$ cat src/rtl/cve2_pkg.sv
// Shared types for the CVE2 single-port OBI arbiter: requester IDs and selector states.
package cve2_pkg;

  typedef enum logic {OBI_SRC_INSTR, OBI_SRC_DATA} obi_src_e;
  typedef enum logic {ARB_IDLE, ARB_LOCKED} obi_arb_state_e;

endpackage

$ cat src/rtl/cve2_obi_src_fifo.sv
// Small FIFO of requester IDs, one entry per granted transaction awaiting its response.
module cve2_obi_src_fifo
  import cve2_pkg::*;
#(
  parameter int unsigned Depth = 2
) (
  input  logic     clk_i,
  input  logic     rst_ni,
  input  logic     push_i,
  input  obi_src_e push_src_i,
  input  logic     pop_i,
  output obi_src_e head_o,
  output logic     empty_o,
  output logic     full_o
);

  localparam int unsigned PtrW = (Depth > 1) ? $clog2(Depth) : 1;
  localparam int unsigned CntW = $clog2(Depth + 1);
  localparam logic [PtrW-1:0] LastPtr = PtrW'(Depth - 1);
  localparam logic [CntW-1:0] DepthCnt = CntW'(Depth);

  obi_src_e        mem_q [Depth];
  logic [PtrW-1:0] wr_ptr_q, rd_ptr_q;
  logic [CntW-1:0] cnt_q;
  logic            do_push, do_pop;

  assign empty_o = (cnt_q == '0);
  assign full_o  = (cnt_q == DepthCnt);
  assign head_o  = mem_q[rd_ptr_q];

  // A push into a full FIFO is accepted only when the head leaves in the same cycle.
  assign do_pop  = pop_i & ~empty_o;
  assign do_push = push_i & (~full_o | do_pop);

  always_ff @(posedge clk_i or negedge rst_ni) begin
    if (!rst_ni) begin
      wr_ptr_q <= '0;
      rd_ptr_q <= '0;
      cnt_q    <= '0;
      for (int i = 0; i < int'(Depth); i++) mem_q[i] <= OBI_SRC_INSTR;
    end else begin
      if (do_push) begin
        mem_q[wr_ptr_q] <= push_src_i;
        wr_ptr_q        <= (wr_ptr_q == LastPtr) ? '0 : wr_ptr_q + PtrW'(1);
      end
      if (do_pop) rd_ptr_q <= (rd_ptr_q == LastPtr) ? '0 : rd_ptr_q + PtrW'(1);
      if (do_push && !do_pop) cnt_q <= cnt_q + CntW'(1);
      else if (do_pop && !do_push) cnt_q <= cnt_q - CntW'(1);
    end
  end

endmodule

$ cat src/rtl/cve2_obi_arbiter.sv
// Two-to-one OBI arbiter sharing one memory port between instruction fetch and LSU,
// with address-phase locking and in-order response routing.
module cve2_obi_arbiter
  import cve2_pkg::*;
#(
  parameter int unsigned MaxOutstanding = 2,
  parameter logic        DataPriority   = 1'b1
) (
  input  logic        clk_i,
  input  logic        rst_ni,
  input  logic        instr_req_i,
  output logic        instr_gnt_o,
  input  logic [31:0] instr_addr_i,
  output logic        instr_rvalid_o,
  output logic [31:0] instr_rdata_o,
  output logic        instr_err_o,
  input  logic        data_req_i,
  output logic        data_gnt_o,
  input  logic        data_we_i,
  input  logic [3:0]  data_be_i,
  input  logic [31:0] data_addr_i,
  input  logic [31:0] data_wdata_i,
  output logic        data_rvalid_o,
  output logic [31:0] data_rdata_o,
  output logic        data_err_o,
  output logic        mem_req_o,
  input  logic        mem_gnt_i,
  output logic        mem_we_o,
  output logic [3:0]  mem_be_o,
  output logic [31:0] mem_addr_o,
  output logic [31:0] mem_wdata_o,
  input  logic        mem_rvalid_i,
  input  logic [31:0] mem_rdata_i,
  input  logic        mem_err_i,
  output logic        busy_o
);

  localparam int unsigned CntW = $clog2(MaxOutstanding + 1);
  localparam logic [CntW-1:0] MaxCnt = CntW'(MaxOutstanding);

  obi_arb_state_e  state_q, state_d;
  obi_src_e        lock_src_q, lock_src_d;
  obi_src_e        rr_last_q;
  obi_src_e        sel_src, head_src;
  logic [CntW-1:0] count_q;
  logic            req_active, granted, resp_pop, fifo_empty, fifo_full;

  // Eligibility uses the registered count only, so rvalid never reaches mem_req_o.
  always_comb begin
    state_d    = state_q;
    lock_src_d = lock_src_q;
    sel_src    = OBI_SRC_INSTR;
    req_active = 1'b0;
    unique case (state_q)
      ARB_IDLE: begin
        if ((count_q < MaxCnt) && (instr_req_i || data_req_i)) begin
          req_active = 1'b1;
          if (DataPriority && data_req_i)      sel_src = OBI_SRC_DATA;
          else if (instr_req_i && data_req_i)  sel_src = (rr_last_q == OBI_SRC_DATA) ? OBI_SRC_INSTR
                                                                                     : OBI_SRC_DATA;
          else if (data_req_i)                 sel_src = OBI_SRC_DATA;
          else                                 sel_src = OBI_SRC_INSTR;
          if (!mem_gnt_i) begin
            state_d    = ARB_LOCKED;
            lock_src_d = sel_src;
          end
        end
      end
      ARB_LOCKED: begin
        req_active = 1'b1;
        sel_src    = lock_src_q;
        if (mem_gnt_i) state_d = ARB_IDLE;
      end
      default: state_d = ARB_IDLE;
    endcase
  end

  always_comb begin
    mem_req_o   = req_active;
    mem_we_o    = 1'b0;
    mem_be_o    = 4'h0;
    mem_addr_o  = 32'h0;
    mem_wdata_o = 32'h0;
    if (req_active) begin
      if (sel_src == OBI_SRC_DATA) begin
        mem_we_o    = data_we_i;
        mem_be_o    = data_be_i;
        mem_addr_o  = data_addr_i;
        mem_wdata_o = data_wdata_i;
      end else begin
        mem_be_o    = 4'hF;
        mem_addr_o  = instr_addr_i;
      end
    end
  end

  assign granted     = mem_gnt_i & req_active;
  assign instr_gnt_o = granted & (sel_src == OBI_SRC_INSTR);
  assign data_gnt_o  = granted & (sel_src == OBI_SRC_DATA);

  // Responses with nothing outstanding are dropped rather than misrouted.
  assign resp_pop       = mem_rvalid_i & ~fifo_empty;
  assign instr_rvalid_o = resp_pop & (head_src == OBI_SRC_INSTR);
  assign data_rvalid_o  = resp_pop & (head_src == OBI_SRC_DATA);
  assign instr_rdata_o  = mem_rdata_i;
  assign data_rdata_o   = mem_rdata_i;
  assign instr_err_o    = mem_err_i;
  assign data_err_o     = mem_err_i;
  assign busy_o         = (count_q != '0) | mem_req_o;

  cve2_obi_src_fifo #(
    .Depth(MaxOutstanding)
  ) u_src_fifo (
    .clk_i      (clk_i),
    .rst_ni     (rst_ni),
    .push_i     (granted),
    .push_src_i (sel_src),
    .pop_i      (resp_pop),
    .head_o     (head_src),
    .empty_o    (fifo_empty),
    .full_o     (fifo_full)
  );

  always_ff @(posedge clk_i or negedge rst_ni) begin
    if (!rst_ni) begin
      state_q    <= ARB_IDLE;
      lock_src_q <= OBI_SRC_INSTR;
      rr_last_q  <= OBI_SRC_DATA;
      count_q    <= '0;
    end else begin
      state_q    <= state_d;
      lock_src_q <= lock_src_d;
      if (granted) rr_last_q <= sel_src;
      if (granted && !resp_pop) count_q <= count_q + CntW'(1);
      else if (resp_pop && !granted) count_q <= count_q - CntW'(1);
    end
  end

  a_req_known: assert property (@(posedge clk_i) disable iff (!rst_ni) !$isunknown(mem_req_o));
  a_payload_known: assert property (@(posedge clk_i) disable iff (!rst_ni)
    mem_req_o |-> !$isunknown({mem_we_o, mem_be_o, mem_addr_o, mem_wdata_o}));
  a_payload_stable: assert property (@(posedge clk_i) disable iff (!rst_ni)
    (mem_req_o && !mem_gnt_i) |=> $stable({mem_we_o, mem_be_o, mem_addr_o, mem_wdata_o}));
  a_count_max: assert property (@(posedge clk_i) disable iff (!rst_ni) count_q <= MaxCnt);
  a_full_push: assert property (@(posedge clk_i) disable iff (!rst_ni)
    (granted && fifo_full) |-> resp_pop);
  a_spurious_rvalid: assert property (@(posedge clk_i) disable iff (!rst_ni)
    !(mem_rvalid_i && fifo_empty)) else $warning("rvalid received with no outstanding transaction");

endmodule

$ cat config.mk
export PLATFORM = sky130hd
export DESIGN_NAME = cve2_obi_arbiter
export DESIGN_NICKNAME = d
export VERILOG_FILES = /design/src/rtl/cve2_pkg.sv /design/src/rtl/cve2_obi_src_fifo.sv /design/src/rtl/cve2_obi_arbiter.sv
export SDC_FILE = /design/constraint.sdc
export NUM_CORES = 1
export LEC_CHECK = 0
export CORE_AREA = 2 2 109 111
export DETAILED_ROUTE_END_ITERATION = 10
export DIE_AREA = 0 0 111 113
export PLACE_DENSITY = 0.61
export SYNTH_ARGS = -nofsm -noshare
export SYNTH_HDL_FRONTEND = slang
export SYNTH_HIERARCHICAL = 1
export SYNTH_SLANG_ARGS = --single-unit
$ cat constraint.sdc
create_clock -name clk_i -period 3.9 [get_ports clk_i]
set_input_delay 0.39 -clock clk_i [delete_from_list [all_inputs] [get_ports clk_i]]
set_output_delay 0.39 -clock clk_i [all_outputs]
set_load 0.02 [all_outputs]
==> flow_summary_export.csv, run 1 <==
group,metric,value,unit
worst_setup_path,worstSetupPathType,"in2out",
synthesis,syn_avg_cell_area,7.20,um^2
grt,grt_max_degree,63,
drt,viasPerCell,4.35,
layout,nFillCells,1227,
clock_tree,cts_root_buffer,"clkbuf_16",
worst_setup_path,worst_setup_path_start_kind,"input pin",
sta,clock-skew-final,0.00196,ns
sta,setup_viol,0,
worst_setup_path,critPathArrivalTime,2.56,ns
clock_tree,clk_pin_slew,0.04,ns
drt,drt-initial-drc-count,73,
synthesis,synth.net_count,419,
synthesis,ys.warnings.count,6,
power,irDropWorstVdd,0.000402,V
layout,layout.nets,522,
floorplanning,die_y,113,um
placement,pre_cts_ws,0.914,ns
drt,wl_per_cell,16.5,um
clock_tree,cts.repair.resized,0,
power,cellLeakagePower,1.27,nW
power,p_clk_share,8.5,%
layout,layout-drive-gt1-share,4.76,%
drt,dr.pass1.iters,4,
power,pwr-share-seq,10.5,%
floorplanning,ios,281,
clock_tree,htree_levels,1,
worst_setup_path,critPathRequiredTime,3.51,ns
sta,slew_headroom,66.5,%
floorplanning,num_rows,39,
clock_tree,cts.sinks,10,
placement,gp_congestion,0.768,
sta,timing.fmax,0.339,GHz
synthesis,syn_inst,277,
power,power.switching,1.00,mW
power,intPower,1.09,mW
layout,diodes,0,
grt,antenna_found_initial,0,
placement,dpl.hpwl,6720,um
sta,final.period_utilization,75.7,%
layout,areaGrowthSynthToFinish,70.8,%
sta,tns,0,ns
sta,final_hold_viol_count,0,
power,fin_total_pwr,2.09,mW
drt,vias,2265,
floorplanning,die_area,12500,um^2
drt,antenna_left,0,
sta,rsz0062_at_grt,"no",
clock_tree,cts_buffers,3,
worst_setup_path,cp_max_fo,62,
grt,grt_pass1_wl,12700,um
clock_tree,ctsHoldBuffers,0,
sta,period_needed,2.95,ns
clock_tree,clk_latency,0.23,ns
drt,routed_wl,8600,um
floorplanning,core,11300,um^2
worst_setup_path,end_kind,"output pin",
clock_tree,post_cts_buffers,0,
run_status,status,"finished clean",
grt,grt_pass1_vias,2328,
floorplanning,die_x,111,um
grt,grt-ovfl-total,0,
power,power_density,613,nW/um^2
clock_tree,cts.path.max_buffers,2,
power,combPwrFrac,81.0,%
placement,io_buffers,181,
grt,grt_usage,12.5,%
power,netSwitchingFraction,47.9,%
layout,final_core_util,30.2,%
hold_path,hold_path.class,"in2async",
sta,worstMarginPinSlew,0.502,ns
flow_run,cap_violations,0,
floorplanning,start_util,17.7,%
synthesis,synthesis.area,2000,um^2
sta,slew_violations,0,
sta,layout_setup_ws,0.949,ns
drt,drc_errors,0,
clock_tree,cts_tree,"yes",
[path summary, 6_finish.rpt]
path	startpoint	end	slack (ns)	cells after the start
worst min-delay path	rst_ni	u_src_fifo/cnt_q[0]	0.48	1
worst max register to register	state_q	u_src_fifo/cnt_q[1]	1.62	10
max in group asynchronous	rst_ni	u_src_fifo/mem_q[1]	3.10	1
worst min register to register	u_src_fifo/rd_ptr_q	u_src_fifo/rd_ptr_q	0.48	1
min in group clk_i	u_src_fifo/rd_ptr_q	u_src_fifo/rd_ptr_q	0.48	1
worst max-delay path	data_req_i	mem_wdata_o[16]	0.95	6
[critical path, stage by stage]
cell             delay [ns]
clkdlybuf4s50_1        0.54
nor3b_4                0.27
nor2_4                 0.09
inv_4                  0.37
and2_1                 0.23
clkdlybuf4s50_1        0.63
[per-stage QoR]
stage                     hold WS, ns  instance area (um^2)  cells
after floorplan                0.0944                  2000    277
after CTS                       0.485                  3410    521
after global placement          0.480                  3330    518
after global routing            0.515                  3410    521
after detailed placement        0.487                  3330    518
final                           0.478                  3410    521
[layout by cell type (no fill, tap or decap)]
cell type and instances:
a21oi_1 6, a22o_1 1, and2_1 34, and2_4 1, buf_4 3, clkbuf_16 3, clkdlybuf4s50_1 181, dfrtp_1 10
ha_1 2, inv_1 3, inv_2 1, inv_4 1, mux2_2 1, mux2_4 1, nand2_1 4, nand2b_1 3
nand3_1 32, nand3_4 1, nor2_1 8, nor2_4 1, nor3_1 1, nor3b_2 2, nor3b_4 1, o21a_1 4
o21ai_0 53, o21ai_1 8, o21ba_2 1, or3_1 2, or3b_2 1, xnor2_1 4, xor2_1 4
[cell type report]
class	instances	area, um^2	share of cell area [%]
timing repair buffer	184	1830	53.8
clock buffer	3	75.1	2.20
inverter	5	21.3	0.624
tap	143	179	5.25
sequential	10	250	7.34
multi-input combinational	176	1050	30.8
[registers in the layout (all words and copies together), names as in the netlist]
| signal | count |
|---|---|
| count_q | 2 |
| state_q | 1 |
| lock_src_q | 1 |
| u_src_fifo/cnt_q | 2 |
| u_src_fifo/mem_q | 2 |
| u_src_fifo/wr_ptr_q | 1 |
| u_src_fifo/rd_ptr_q | 1 |
[layer usage]
layer	part of all wire, %	wire length (um)	vias up	track usage, %
li1	-	-	1064	-
met1	41	3490	1040	15.0
met2	50	4280	153	23.0
met3	9.0	773	8	3.59
met4	0.52	45	0	1.67
met5	0	0	-	0
[power by group through the flow]
| stage | logic (mW) | clock network, mW | registers (mW) |
|---|---|---|---|
| floorplan | 1.12 | 0 | 0.205 |
| global placement | 1.69 | 0 | 0.215 |
| CTS | 1.72 | 0.181 | 0.219 |
| finish | 1.69 | 0.177 | 0.219 |
| global route | 1.81 | 0.187 | 0.227 |
| detailed placement | 1.71 | 0 | 0.219 |
(Power assumes the default switching activity.)
==> inputs of run 2 (changes only) <==
CORE_AREA = 2 2 110 112   (was 2 2 109 111)
DIE_AREA = 0 0 112 114   (was 0 0 111 113)
PLACE_DENSITY = 0.6   (was 0.61)
clock period = 2.76 ns   (was 3.9 ns; I/O delays follow)
==> run 2 against run 1 <==
Compared with the run above: combinational power increased by 46%; sequential power up 39%; clock skew barely moved; sequential share of layout area is 0.14 points lower; clock-buffer cell count is the same; first-iteration DRC count increased by 110%; global-route usage shrank 0.78 points; utilization fell by 0.57 points; final cell count up 1.9%; critical path depth rose by 1; design area increased by 1.9%; non-clock buffer count up 6; largest cell class unchanged.
==> flow_summary_export.csv, run 2 (synthesis results as in run 1) <==
group,metric,value,unit
run_status,status,"finished clean",
drt,wl_per_cell,15.7,um
worst_setup_path,worst_setup_path_start_kind,"input pin",
sta,final.period_utilization,96.6,%
layout,finalNonFillerCells,531,
layout,layout-drive-gt1-share,6.25,%
grt,grt_pass1_vias,2192,
worst_setup_path,critPathArrivalTime,2.39,ns
placement,gp_congestion,0.773,
worst_setup_path,cp_max_fo,22,
clock_tree,cts_buffers,3,
sta,slew_headroom,66.5,%
floorplanning,die_y,114,um
power,combPwrFrac,81.6,%
floorplanning,num_rows,40,
clock_tree,clk_latency,0.23,ns
clock_tree,cts_root_buffer,"clkbuf_16",
layout,diodes,0,
power,power.switching,1.42,mW
floorplanning,core,11700,um^2
placement,io_buffers,181,
floorplanning,die_x,112,um
layout,layout_commonest_cell,"clkdlybuf4s50_1",
layout,final_core_util,29.7,%
clock_tree,clk_pin_slew,0.04,ns
drt,dr.pass1.iters,5,
drt,drc_errors,0,
floorplanning,ios,281,
grt,grt-ovfl-total,0,
worst_setup_path,r2r-start,"state_q",
worst_setup_path,worst_r2r_path_depth,10,
worst_setup_path,reg2reg_to,"u_src_fifo/cnt_q[1]",
power,cellLeakagePower,1.30,nW
grt,grt_pass1_wl,12100,um
clock_tree,ctsHoldBuffers,0,
worst_setup_path,reg2reg_slack,0.59,ns
clock_tree,cts_tree,"yes",
grt,antenna_found_initial,0,
sta,setup_viol,0,
grt,grt_usage,11.8,%
sta,slew_violations,0,
grt,grt_max_degree,33,
sta,worstMarginPinSlew,0.500,ns
worst_setup_path,critPathRequiredTime,2.48,ns
hold_path,hold_path.class,"in2async",
layout,top_regs,"count_q (2), u_src_fifo/cnt_q (2), u_src_fifo/mem_q (2)",
drt,vias,2300,
layout,stdcell_area,3480,um^2
flow_run,cap_violations,0,
power,pwr-share-seq,10.1,%
placement,dp_cells,528,
power,intPower,1.60,mW
drt,drt-initial-drc-count,154,
sta,clock-skew-final,0.00196,ns
sta,tns,0,ns
sta,timing.fmax,0.375,GHz
worst_setup_path,end_kind,"output pin",
clock_tree,cts.path.max_buffers,2,
sta,period_needed,2.66,ns
floorplanning,die_area,12800,um^2
layout,final_cell_mix,"181 x clkdlybuf4s50_1, 53 x o21ai_0, 34 x and2_1",
layout,areaGrowthSynthToFinish,74.2,%
sta,rsz0062_at_grt,"no",
power,netSwitchingFraction,47.0,%
placement,place_area,3400,um^2
floorplanning,start_util,17.0,%
drt,antenna_left,0,
placement,dpl.hpwl,6650,um
clock_tree,cts.sinks,10,
clock_tree,htree_levels,1,
drt,routed_wl,8350,um
drt,viasPerCell,4.33,
power,irDropWorstVdd,0.000442,V
power,power_density,869,nW/um^2
power,p_clk_share,8.3,%
sta,final_hold_viol_count,0,
worst_setup_path,worstSetupPathType,"in2out",
layout,layout.nets,528,
## run 2: through the flow
stage          hold WS [ns]  power, mW  setup slack [ns]
6_report              0.382       3.02            0.0952
2_1_floorplan       -0.0196       1.87             0.934
5_1_grt               0.407       3.23           0.00128
4_1_cts               0.387       3.06            0.0784
3_3_place_gp          0.482       2.77            0.0663
3_5_place_dp          0.491       2.79            0.0772
## run 2: layout make-up
| cell class | count | area (um^2) |
|---|---|---|
| inverters | 5 | 21.3 |
| well taps | 147 | 184 |
| multi-input cells | 176 | 1050 |
| clock buffers | 3 | 75.1 |
| flip-flops and latches | 10 | 250 |
| fillers | 1292 | 8240 |
| repair buffers | 190 | 1900 |
## run 2: metal layers
metal	global-route usage, %	up-vias	share of wire [%]
met5	0	-	0
met3	3.77	10	11
met2	21.5	171	50
li1	-	1080	-
met1	13.9	1039	39
met4	1.63	0	0.68
## run 2: how the worst max path moves through the flow
stage          depth (start not counted)                   to  slack (ns)        from
6_report                               7        mem_addr_o[7]         0.1  data_req_i
4_1_cts                                6       mem_addr_o[13]        0.08  data_req_i
5_1_grt                                7        mem_addr_o[7]       0.001  data_req_i
3_5_place_dp                           6       mem_addr_o[13]        0.08  data_req_i
3_3_place_gp                           7        mem_addr_o[7]        0.07  data_req_i
2_1_floorplan                          9  u_src_fifo/cnt_q[1]        0.93     state_q
## run 2: worst max-delay path: stages
cell and delay [ns]:
clkdlybuf4s50_1 0.46, nor3b_4 0.19, nor2_4 0.19, inv_4 0.14, buf_4 0.20, o21ai_0 0.25
clkdlybuf4s50_1 0.67
## run 2: repair_timing
item,CTS,global route
hold endpoints to repair,0,0
gates resized for setup,0,1
endpoints found under the setup margin,0,3
buffers inserted,0,0
## run 2: power groups by stage
stage / combinational, mW / sequential [mW] / clock [mW]
3_3_place_gp: 2.46 / 0.305 / 0
3_5_place_dp: 2.48 / 0.309 / 0
5_1_grt: 2.64 / 0.320 / 0.263
2_1_floorplan: 1.58 / 0.290 / 0
6_report: 2.46 / 0.305 / 0.249
4_1_cts: 2.50 / 0.307 / 0.256
